[src/rtl/rv32i_pkg.sv]
// rv32i_pkg: opcode constants, the pipeline NOP and EBREAK encodings, and the
// state type shared by the pipeline-control block and its hazard detector.
package rv32i_pkg;

    localparam logic [6:0] OPC_R_TYPE = 7'b011_0011;
    localparam logic [6:0] OPC_I_ALU  = 7'b001_0011;
    localparam logic [6:0] OPC_LOAD   = 7'b000_0011;
    localparam logic [6:0] OPC_STORE  = 7'b010_0011;
    localparam logic [6:0] OPC_BRANCH = 7'b110_0011;
    localparam logic [6:0] OPC_JALR   = 7'b110_0111;
    localparam logic [6:0] OPC_JAL    = 7'b110_1111;
    localparam logic [6:0] OPC_LUI    = 7'b011_0111;
    localparam logic [6:0] OPC_AUIPC  = 7'b001_0111;
    localparam logic [6:0] OPC_SYSTEM = 7'b111_0011;

    // ADDI x0,x0,0 -- what a killed or bubbled slot turns into.
    localparam logic [31:0] NOP_IW    = 32'h0000_0013;
    localparam logic [31:0] EBREAK_IW = 32'h0010_0073;

    typedef enum logic [2:0] {
        ST_RUN      = 3'd0,
        ST_LD_STALL = 3'd1,
        ST_FLUSH    = 3'd2,
        ST_MEM_WAIT = 3'd3,
        ST_HALT     = 3'd4
    } state_t;

    // True when the rs1 field of this opcode names a real source register.
    function automatic logic uses_rs1(input logic [6:0] opcode);
        case (opcode)
            OPC_R_TYPE, OPC_I_ALU, OPC_LOAD,
            OPC_STORE, OPC_BRANCH, OPC_JALR: return 1'b1;
            default:                         return 1'b0;
        endcase
    endfunction

    // True when the rs2 field of this opcode names a real source register.
    function automatic logic uses_rs2(input logic [6:0] opcode);
        case (opcode)
            OPC_R_TYPE, OPC_BRANCH, OPC_STORE: return 1'b1;
            default:                           return 1'b0;
        endcase
    endfunction

endpackage

[src/rtl/rv32i_hazard_detect.sv]
// rv32i_hazard_detect: flags a load-use hazard between the load sitting in
// execute and the instruction in decode. Purely combinational.
module rv32i_hazard_detect
    import rv32i_pkg::*;
(
    input  logic [31:0] i_id_iw,
    input  logic        i_ex_wb_en,
    input  logic        i_ex_is_load,
    input  logic [4:0]  i_ex_wb_reg,
    output logic        o_hazard
);

    logic [6:0] w_opcode;
    logic [4:0] w_rs1;
    logic [4:0] w_rs2;
    logic       w_rs1_match;
    logic       w_rs2_match;
    logic       w_unused_fields;

    assign w_opcode = i_id_iw[6:0];
    assign w_rs1    = i_id_iw[19:15];
    assign w_rs2    = i_id_iw[24:20];

    // A register field only counts when the opcode really reads it, so the
    // immediate bits of LUI/AUIPC/JAL (and rs2 of I-type) never alias a source.
    assign w_rs1_match = uses_rs1(w_opcode) && (w_rs1 == i_ex_wb_reg);
    assign w_rs2_match = uses_rs2(w_opcode) && (w_rs2 == i_ex_wb_reg);

    // x0 is never a real dependency, whatever the load targets.
    assign o_hazard = i_ex_is_load && i_ex_wb_en && (i_ex_wb_reg != 5'd0)
                      && (w_rs1_match || w_rs2_match);

    // funct7 and rd play no part in the dependency check.
    assign w_unused_fields = ^{i_id_iw[31:25], i_id_iw[11:7]};

endmodule

[src/rtl/rv32i_pipe_ctrl.sv]
// rv32i_pipe_ctrl: pipeline-control FSM for a 5-stage RV32I core. Decides
// fetch/decode stalls, decode flushes and execute bubbles, handles EBREAK halt
// and keeps saturating stall/flush performance counters.
module rv32i_pipe_ctrl #(
    parameter int          CNT_W  = 16,
    parameter logic [31:0] NOP_IW = 32'h0000_0013
) (
    input  logic             clk,
    input  logic             reset,
    input  logic [31:0]      id_iw,
    input  logic             ex_wb_en,
    input  logic             ex_is_load,
    input  logic [4:0]       ex_wb_reg,
    input  logic             jump_en,
    input  logic             mem_req,
    input  logic             mem_ready,
    output logic             if_stall,
    output logic             id_stall,
    output logic             id_flush,
    output logic             ex_bubble,
    output logic             halted,
    output logic [2:0]       state_o,
    output logic [CNT_W-1:0] stall_cnt,
    output logic [CNT_W-1:0] flush_cnt
);

    import rv32i_pkg::*;

    localparam logic [CNT_W-1:0] CNT_ONE = {{(CNT_W-1){1'b0}}, 1'b1};
    localparam logic [CNT_W-1:0] CNT_MAX = {CNT_W{1'b1}};

    state_t           r_state;
    state_t           w_next_state;
    logic             r_flush_pend;
    logic             w_flush_pend_next;
    logic [CNT_W-1:0] r_stall_cnt;
    logic [CNT_W-1:0] r_flush_cnt;

    logic w_hazard;
    logic w_mem_block;
    logic w_ebreak;
    logic w_stall;
    logic w_flush;
    logic w_bubble;
    logic w_halted;
    logic w_unused_nop;

    rv32i_hazard_detect u_hazard (
        .i_id_iw      (id_iw),
        .i_ex_wb_en   (ex_wb_en),
        .i_ex_is_load (ex_is_load),
        .i_ex_wb_reg  (ex_wb_reg),
        .o_hazard     (w_hazard)
    );

    assign w_mem_block = mem_req && !mem_ready;
    assign w_ebreak    = (id_iw == EBREAK_IW);

    // The NOP encoding is applied by the ID/EX datapath when it sees
    // id_flush/ex_bubble; it is carried here so the pipeline shares one value.
    assign w_unused_nop = ^NOP_IW;

    // State register plus the "flush still owed after the memory wait" flag.
    always_ff @(posedge clk) begin
        if (reset) begin
            r_state      <= ST_RUN;
            r_flush_pend <= 1'b0;
        end else begin
            r_state      <= w_next_state;
            r_flush_pend <= w_flush_pend_next;
        end
    end

    // Next-state logic; RUN resolves EBREAK, then memory wait, jump, hazard.
    always_comb begin
        w_next_state      = r_state;
        w_flush_pend_next = r_flush_pend;
        case (r_state)
            ST_RUN: begin
                if (w_ebreak)         w_next_state = ST_HALT;
                else if (w_mem_block) w_next_state = ST_MEM_WAIT;
                else if (jump_en)     w_next_state = ST_FLUSH;
                else if (w_hazard)    w_next_state = ST_LD_STALL;
            end
            ST_LD_STALL: begin
                w_next_state = w_mem_block ? ST_MEM_WAIT : ST_RUN;
            end
            ST_FLUSH: begin
                if (w_mem_block) begin
                    w_next_state      = ST_MEM_WAIT;
                    w_flush_pend_next = 1'b1;
                end else begin
                    w_next_state = ST_RUN;
                end
            end
            ST_MEM_WAIT: begin
                if (mem_ready) begin
                    w_next_state      = r_flush_pend ? ST_FLUSH : ST_RUN;
                    w_flush_pend_next = 1'b0;
                end
            end
            ST_HALT: begin
                w_next_state = ST_HALT;
            end
            default: begin
                w_next_state      = ST_RUN;
                w_flush_pend_next = 1'b0;
            end
        endcase
    end

    // Control outputs from state and live inputs; a blocked memory access
    // freezes the front end in every non-halt state so the access is not lost.
    always_comb begin
        w_stall  = 1'b0;
        w_flush  = 1'b0;
        w_bubble = 1'b0;
        w_halted = 1'b0;
        if (!reset) begin
            case (r_state)
                ST_RUN: begin
                    if (w_ebreak) begin
                        w_bubble = 1'b1;
                    end else if (w_mem_block || (!jump_en && w_hazard)) begin
                        w_stall  = 1'b1;
                        w_bubble = 1'b1;
                    end
                end
                ST_LD_STALL: begin
                    w_stall  = w_mem_block;
                    w_bubble = w_mem_block;
                end
                ST_FLUSH: begin
                    w_flush  = 1'b1;
                    w_stall  = w_mem_block;
                    w_bubble = w_mem_block;
                end
                ST_MEM_WAIT: begin
                    w_flush  = r_flush_pend;
                    w_stall  = !mem_ready;
                    w_bubble = !mem_ready;
                end
                ST_HALT: begin
                    w_halted = 1'b1;
                    w_stall  = 1'b1;
                    w_bubble = 1'b1;
                end
                default: begin
                    w_stall = 1'b0;
                end
            endcase
        end
    end

    // Saturating counters: stall cycles outside HALT, and entries into FLUSH.
    always_ff @(posedge clk) begin
        if (reset) begin
            r_stall_cnt <= '0;
            r_flush_cnt <= '0;
        end else begin
            if (w_stall && (r_state != ST_HALT) && (r_stall_cnt != CNT_MAX)) begin
                r_stall_cnt <= r_stall_cnt + CNT_ONE;
            end
            if ((w_next_state == ST_FLUSH) && (r_state != ST_FLUSH)
                && (r_flush_cnt != CNT_MAX)) begin
                r_flush_cnt <= r_flush_cnt + CNT_ONE;
            end
        end
    end

    assign if_stall  = w_stall;
    assign id_stall  = w_stall;
    assign id_flush  = w_flush;
    assign ex_bubble = w_bubble;
    assign halted    = w_halted;
    assign state_o   = r_state;
    assign stall_cnt = r_stall_cnt;
    assign flush_cnt = r_flush_cnt;

endmodule
[config.mk]
export PLATFORM = sky130hd
export DESIGN_NAME = rv32i_pipe_ctrl
export DESIGN_NICKNAME = d
export VERILOG_FILES = /design/src/rtl/rv32i_pkg.sv /design/src/rtl/rv32i_hazard_detect.sv /design/src/rtl/rv32i_pipe_ctrl.sv
export SDC_FILE = /design/constraint.sdc
export NUM_CORES = 1
export LEC_CHECK = 0
export CAP_MARGIN = 20
export CORE_ASPECT_RATIO = 0.6
export CORE_MARGIN = 5
export CORE_UTILIZATION = 45
export CTS_BUF_LIST = sky130_fd_sc_hd__clkbuf_8 sky130_fd_sc_hd__clkbuf_16
export CTS_CLUSTER_DIAMETER = 150
export DETAILED_ROUTE_END_ITERATION = 7
export HOLD_SLACK_MARGIN = 0.05
export PLACE_DENSITY = 0.84
export REMOVE_ABC_BUFFERS = 1
export SETUP_SLACK_MARGIN = 0.4
export SYNTH_ARGS = -nofsm -noshare
export SYNTH_HDL_FRONTEND = slang
export SYNTH_SLANG_ARGS = --single-unit
export TNS_END_PERCENT = 1
[constraint.sdc]
create_clock -name clk -period 2.75 [get_ports clk]
set_input_delay 0.275 -clock clk [delete_from_list [all_inputs] [get_ports clk]]
set_output_delay 0.275 -clock clk [all_outputs]
set_load 0.02 [all_outputs]
* After elaboration in Yosys (flattened, before gate mapping)
Cells that the tools add are included.
** Word-level totals
- Logic and storage cells :: 73
- Input port bits :: 44
- Register bits :: 36
- Output and inout bits :: 40
** Operators by class
- Multiplexer cells :: 24
- $add $sub $neg :: 2
- Bitwise gates (word level) :: 1
- Reduce and logical (&&, ||, !) cells :: 22
- Equal/unequal tests :: 20
** Operators with widths (count)
- adder 16 x 1 -> 16 bit, second input constant :: 2
- == test 32 x 21 -> 1 bit, second input constant :: 1
- != test 16 bit, second input constant :: 2
- 2-to-1 mux 3 bit :: 5
- == test 7 x 6 -> 1 bit, second input constant :: 2
- == test 7 bit, second input constant :: 2
- 2-to-1 mux 1 bit :: 12
- one-hot mux 3 bit (4 select lines) :: 1
- logical AND 1 bit :: 11
- == test 5 bit :: 2
- == test 3 x 2 -> 1 bit, second input constant :: 3
- one-hot mux 1 bit (4 select lines) :: 2
- == test 7 x 2 -> 1 bit, second input constant :: 1
- == test 7 x 5 -> 1 bit, second input constant :: 1
- OR reduction 3 bit :: 2
- OR reduction 6 bit :: 1
- nonzero test 5 bit :: 1
- 2-to-1 mux 2 bit :: 2
- != test 2 bit, second input constant :: 2
- == test 3 x 1 -> 1 bit, second input constant :: 1
- == test 3 bit, second input constant :: 1
- logical NOT 3 bit :: 1
- != test 3 x 2 -> 1 bit, second input constant :: 1
- != test 3 bit, second input constant :: 1
- other kinds (7) :: 9

* Depth between registers and ports, before layout
- Depth after elaboration :: 14
- Gate-level depth with buffers :: 10
- Mapped depth without buffers :: 9

* Modules after synthesis
Synthesis repeated with hierarchy kept, for this count alone.
** Unflattened totals
- Cell total of the unflattened synthesis :: 265
- Area total of the unflattened synthesis :: 2210.9 sq um
** By module, submodules not included
- rv32i_pipe_ctrl :: cells each 243, seq. area each 720.7 sq um, area an instance 2028.2 sq um, instances 1
- rv32i_hazard_detect :: cells each 22, seq. area each 0.0 sq um, area an instance 182.7 sq um, instances 1

* Least setup slack after synthesis
OpenSTA, ideal clock, no wires.
- Path type :: register to register
- From :: reg r_state[1], in the netlist state_o[1]
- To :: reg r_flush_cnt[13], in the netlist flush_cnt[13]
- Clock period less this slack :: 2.509 ns
- Data arrival time :: 2.389 ns
- Stages on the path, launching flop included :: 9
- Setup time :: 0.121 ns
- Data required time :: 2.629 ns
- Slack :: 0.241 ns
- Path buffers :: 2
- Path through :: dfxtp_1 -> maj3_1 -> and2_1 -> clkbuf_1 -> a211oi_1 -> nand2_1 -> clkbuf_1 -> nor4_1 -> mux2_2
** Between the ends
- Word-level cells in the longest chain between the ends :: 8
- Elaborated cells between the ends (all ways) :: 16
- Those cells by class :: 6 x eq/ne; 6 x mux; 4 x reduce/logical
** Ends and longest elaborated chain
- from (decl) :: RTL line rv32i_pipe_ctrl.sv:32 : state_t r_state;
- from (signal assigned) :: RTL line rv32i_pipe_ctrl.sv:69 : r_state <= w_next_state;
- 2-to-1 mux 3 bit :: RTL line rv32i_pipe_ctrl.sv:83 : else if (w_hazard) w_next_state = ST_LD_STALL;
- 2-to-1 mux 3 bit :: RTL line rv32i_pipe_ctrl.sv:82 : else if (jump_en) w_next_state = ST_FLUSH;
- 2-to-1 mux 3 bit :: RTL line rv32i_pipe_ctrl.sv:81 : else if (w_mem_block) w_next_state = ST_MEM_WAIT;
- 2-to-1 mux 3 bit :: RTL line rv32i_pipe_ctrl.sv:80 : if (w_ebreak) w_next_state = ST_HALT;
- one-hot mux 3 bit (4 select lines) :: RTL line rv32i_pipe_ctrl.sv:78 : case (r_state)
- == test 3 x 2 -> 1 bit :: RTL line rv32i_pipe_ctrl.sv:164 : if ((w_next_state == ST_FLUSH) && (r_state != ST_FLUSH)
- logical AND 1 bit (*) :: RTL line rv32i_pipe_ctrl.sv:164
- logical AND 1 bit (*) :: RTL line rv32i_pipe_ctrl.sv:165 : && (r_flush_cnt != CNT_MAX)) begin
- to (signal assigned) :: RTL line rv32i_pipe_ctrl.sv:166 : r_flush_cnt <= r_flush_cnt + CNT_ONE;
- to (decl) :: RTL line rv32i_pipe_ctrl.sv:37 : logic [CNT_W-1:0] r_flush_cnt;
Mark *: on every way between the ends. The rest lies on a longest branch, timed or not.
A chain may end at the register's enable or synchronous reset.

* Worst setup path in the final report
- From :: in id_iw[24]
- To :: reg r_stall_cnt[7], in the netlist stall_cnt[7]
** Between the ends
- Word-level cells in the longest chain between the ends :: 12
- Elaborated cells between the ends (all ways) :: 13
- Those cells by class :: 2 x eq/ne; 4 x mux; 7 x reduce/logical
** Ends and longest elaborated chain
- from (decl) :: RTL line rv32i_pipe_ctrl.sv:10 : input logic [31:0] id_iw,
- == test 5 bit :: RTL line rv32i_hazard_detect.sv:27 : assign w_rs2_match = uses_rs2(w_opcode) && (w_rs2 == i_ex_wb_reg);
- logical AND 1 bit :: RTL line rv32i_hazard_detect.sv:27
- logical OR 1 bit :: RTL line rv32i_hazard_detect.sv:31 : && (w_rs1_match || w_rs2_match);
- logical AND 1 bit :: RTL line rv32i_hazard_detect.sv:31
- logical AND 1 bit :: RTL line rv32i_pipe_ctrl.sv:124 : end else if (w_mem_block || (!jump_en && w_hazard)) begin
- logical OR 1 bit :: RTL line rv32i_pipe_ctrl.sv:124
- 2-to-1 mux 1 bit :: RTL line rv32i_pipe_ctrl.sv:124
- 2-to-1 mux 1 bit (*) :: RTL line rv32i_pipe_ctrl.sv:122 : if (w_ebreak) begin
- one-hot mux 1 bit (4 select lines) (*) :: RTL line rv32i_pipe_ctrl.sv:120 : case (r_state)
- 2-to-1 mux 1 bit (*) :: RTL line rv32i_pipe_ctrl.sv:119 : if (!reset) begin
- logical AND 1 bit (*) (2 in a row) :: RTL line rv32i_pipe_ctrl.sv:161 : if (w_stall && (r_state != ST_HALT) && (r_stall_cnt != CNT_MAX)) begin
- to (signal assigned) :: RTL line rv32i_pipe_ctrl.sv:162 : r_stall_cnt <= r_stall_cnt + CNT_ONE;
- to (decl) :: RTL line rv32i_pipe_ctrl.sv:36 : logic [CNT_W-1:0] r_stall_cnt;
Marks and branches as above.

==> flow_summary.yaml <==
clock_network:
  numClockSinks: 36
  htree_levels: 2
  worstSkewPairLatency_ns: 0.30
  cts.clk_slew.worst_paths_ns: 0.08
  clockBufferDepth: 2
  cts_hold_buf: 0
  cts_buffers: 5
  cts_tree: "done"
  cts-root-buf: "clkbuf_8"
sta:
  finClkSkew_ns: 0.006474
  hold_ws_ns: 0.3424
  rsz0062_at_grt: "true"
  period_share_pct: 89.73
  maxSlewHeadroom_pct: 72.19
  max_freq_mhz: 405.3
  drv_slew: 0
  finalSetupViolCount: 0
  hold_viol_final: 0
  period_needed_ns: 2.468
  tightest_slew_ns: 0.4171
global_routing:
  grt_start_max_net_pins: 44
  grt-ovfl-total: 0
  track_usage_pct: 24.25
  antenna_found_initial: 0
  grt_pass1_wl_um: 12630
  grt_pass1_vias: 2599
synthesis:
  syn_avg_cell_area_um2: 7.968
  synthCells: 285
  synth_area_um2: 2271
  async_flop_share_pct: 0
  synth.top_cells.by_area: "dfxtp_1, nor2_1, mux2_1, nor4_1, nand3_1"
  ys_ff_latch: 36
  ys_seq_area_share_pct: 31.74
  synthDistinctLibCells: 49
  ys_dominant_reg_cell: "dfxtp_1"
  post-synth-top-area-fraction_pct: 31.74
  synth-edff-count: 0
  yosysMostFrequentCell: "nor2_1"
  ys_top_cells_by_count: "nor2_1, dfxtp_1, nand2_1, nand3_1, nor4_1"
  yosysWarnings: 0
  synth_area_leader_cell: "dfxtp_1"
worst_setup_path:
  crit_fanout: 4
  slowest_delay_ns: 0.51
  cp_top_family: "compound AO/OA/AOI/OAI gates"
  crit_chain: "clkdlybuf4s15_1 -> buf_6 -> xnor2_2 -> nand4_1 -> a2111oi_4 -> o21ai_2 -> buf_6 -> a21oi_4 -> buf_6 -> o21ai_4 -> or4_1 -> a21oi_1"
  startpoint_type: "primary input"
  r2r-end: "stall_cnt[7]"
  worst_ep_arrival_time_ns: 2.70
  slowest_stage: "or4_1"
  ff2ff_path_depth: 10
  cp.required_ns: 2.98
  r2r_slack_ns: 0.42
  crit_path_end_kind: "flop"
  cp_num_buf_inv: 4
  path_common_cell: "buf_6"
  crit_type: "in -> reg"
  timing.rr.start: "stall_cnt[0]"
die:
  coreArea_um2: 4980
  rows: 20
  io_pins: 84
  die_w_um: 101.7
  die_area_um2: 6614
  die_h_um: 65.03
  initial_core_util_pct: 45.60
cells_and_area:
  n_antenna_cell: 0
  layout-drive-gt1-share_pct: 21.91
  synthToLayoutAreaGrowth_pct: 58.07
  final_net_count: 442
  stdcell_count: 463
  design_area_um2: 3590
worst_hold_path:
  min_path_cells: 2
  hold_path.class: "in -> reg"
  min_to: "state_o[0]"
  hp-start: "reset"
run_status:
  status: "finished clean"
routing:
  route.vias.total: 2647
  wl_per_cell_um: 17.28
  ant_nets: 0
  detail_route.drc_violations: 0
  viasPerCell: 5.717
  drt_iter0_drc: 150
  first_pass_iters: 4
  drt_wl_total_um: 8001
power_and_ir_drop:
  p_per_area_nw_per_um2: 344.7
  ir_drop_mv: 0.2210
  leakage_nw: 1.330
place:
  gp_congestion: 0.8479
  port_buffers: 83
  placed_cell_area_um2: 3274
  dp_hpwl_um: 5539
  place_inst: 441
job:
  maxCapViolCount: 0
[what timing repair did]
action	in CTS	in global routing
buffers inserted	11	2
endpoints found under the setup margin	35	32
pin swaps	23	20
resized for setup	78	21
gates cloned	1	0
[layer usage]
| layer | vias up | GRT usage (%) | part of all wire (%) |
|---|---|---|---|
| met5 | - | 0 | 0 |
| met4 | 0 | 7.463 | 1.5 |
| met3 | 19 | 5.699 | 7.5 |
| met2 | 116 | 37.46 | 46 |
| met1 | 1254 | 33.36 | 45 |
| li1 | 1258 | - | - |
[metrics by stage]
step                      setup TNS, ns  total power, mW  util [%]  worst slack (ns)
after global routing                  0            1.288     72.09            0.2397
after CTS                             0            1.227     70.50            0.3904
after global placement           -1.299           0.8179     65.75           -0.2060
after detailed placement         -3.200           0.8249     65.75           -0.3161
final                                 0            1.237     72.09            0.2824
after floorplan                 -0.4382           0.6598         -          -0.07818
[registers in the layout (all words and copies together) (netlist names)]
| signal | flops |
|---|---|
| flush_cnt | 16 |
| stall_cnt | 16 |
| state_o | 3 |
| r_flush_pend | 1 |
[worst register-to-register path, stage by stage (launching register included)]
cell	delay, ns
dfxtp_2	0.35
ha_1	0.23
and3_1	0.23
and3_4	0.21
nand4_1	0.10
o21ai_0	0.10
nor2_2	0.20
buf_6	0.14
o21ai_4	0.06
or4_1	0.51
a21oi_1	0.13
[layout by cell type (no fill, tap or decap), drive strengths merged, types with 4 or more instances in the layout]
master	count
nand2b	7
buf	39
clkbuf	9
clkdlybuf4s50	41
mux2	11
nor3	8
o31ai	7
or3	4
nor2b	12
nor4b	4
nand4	6
nor2	40
xor2	7
or4	10
dlygate4sd2	31
o21ai	8
nand2	19
nand3	16
a21oi	14
o211ai	4
dfxtp	36
xnor2	9
nor4	15
inv	7
[cell type report]
| cell class | instances | area, um2 |
|---|---|---|
| Clock inverter | 2 | 10.01 |
| Clock buffer | 6 | 82.58 |
| Inverter | 7 | 26.28 |
| Tap cell | 66 | 82.58 |
| Sequential cell | 36 | 723.2 |
| Fill cell | 365 | 1390 |
| Timing Repair Buffer | 118 | 1060 |
| Multi-Input combinational cell | 228 | 1605 |
[where the power goes]
part	internal [mW]	switching (mW)	leakage (nW)
Combinational	0.140	0.155	0.987
Sequential	0.530	0.0114	0.292
Clock	0.200	0.200	0.0510
Total	0.870	0.367	1.33
[how the worst max path moves through the flow]
stage | end | cells past startpoint | slack, ns | startpoint
after floorplan | flush_cnt[11] | 8 | -0.08 | id_iw[3]
after global placement | if_stall | 9 | -0.21 | id_iw[3]
after detailed placement | id_stall | 9 | -0.32 | id_iw[3]
after CTS | stall_cnt[14] | 10 | 0.39 | id_iw[3]
after global routing | stall_cnt[7] | 12 | 0.24 | id_iw[24]
final | stall_cnt[7] | 12 | 0.28 | id_iw[24]
[kinds of logic (layout without fill, tap and decap cells)]
family / count (synthesis) / in the layout / share of synthesized area [%]
fa+ha+maj: 3 / 3 / 1.543
xor+xnor: 16 / 16 / 6.171
flops: 36 / 36 / 31.74
mux: 13 / 13 / 6.336
compound gates: 47 / 48 / 15.26
buf+inv: 22 / 133 / 4.243
simple gates: 148 / 148 / 34.71
(Power assumes the default switching activity.)
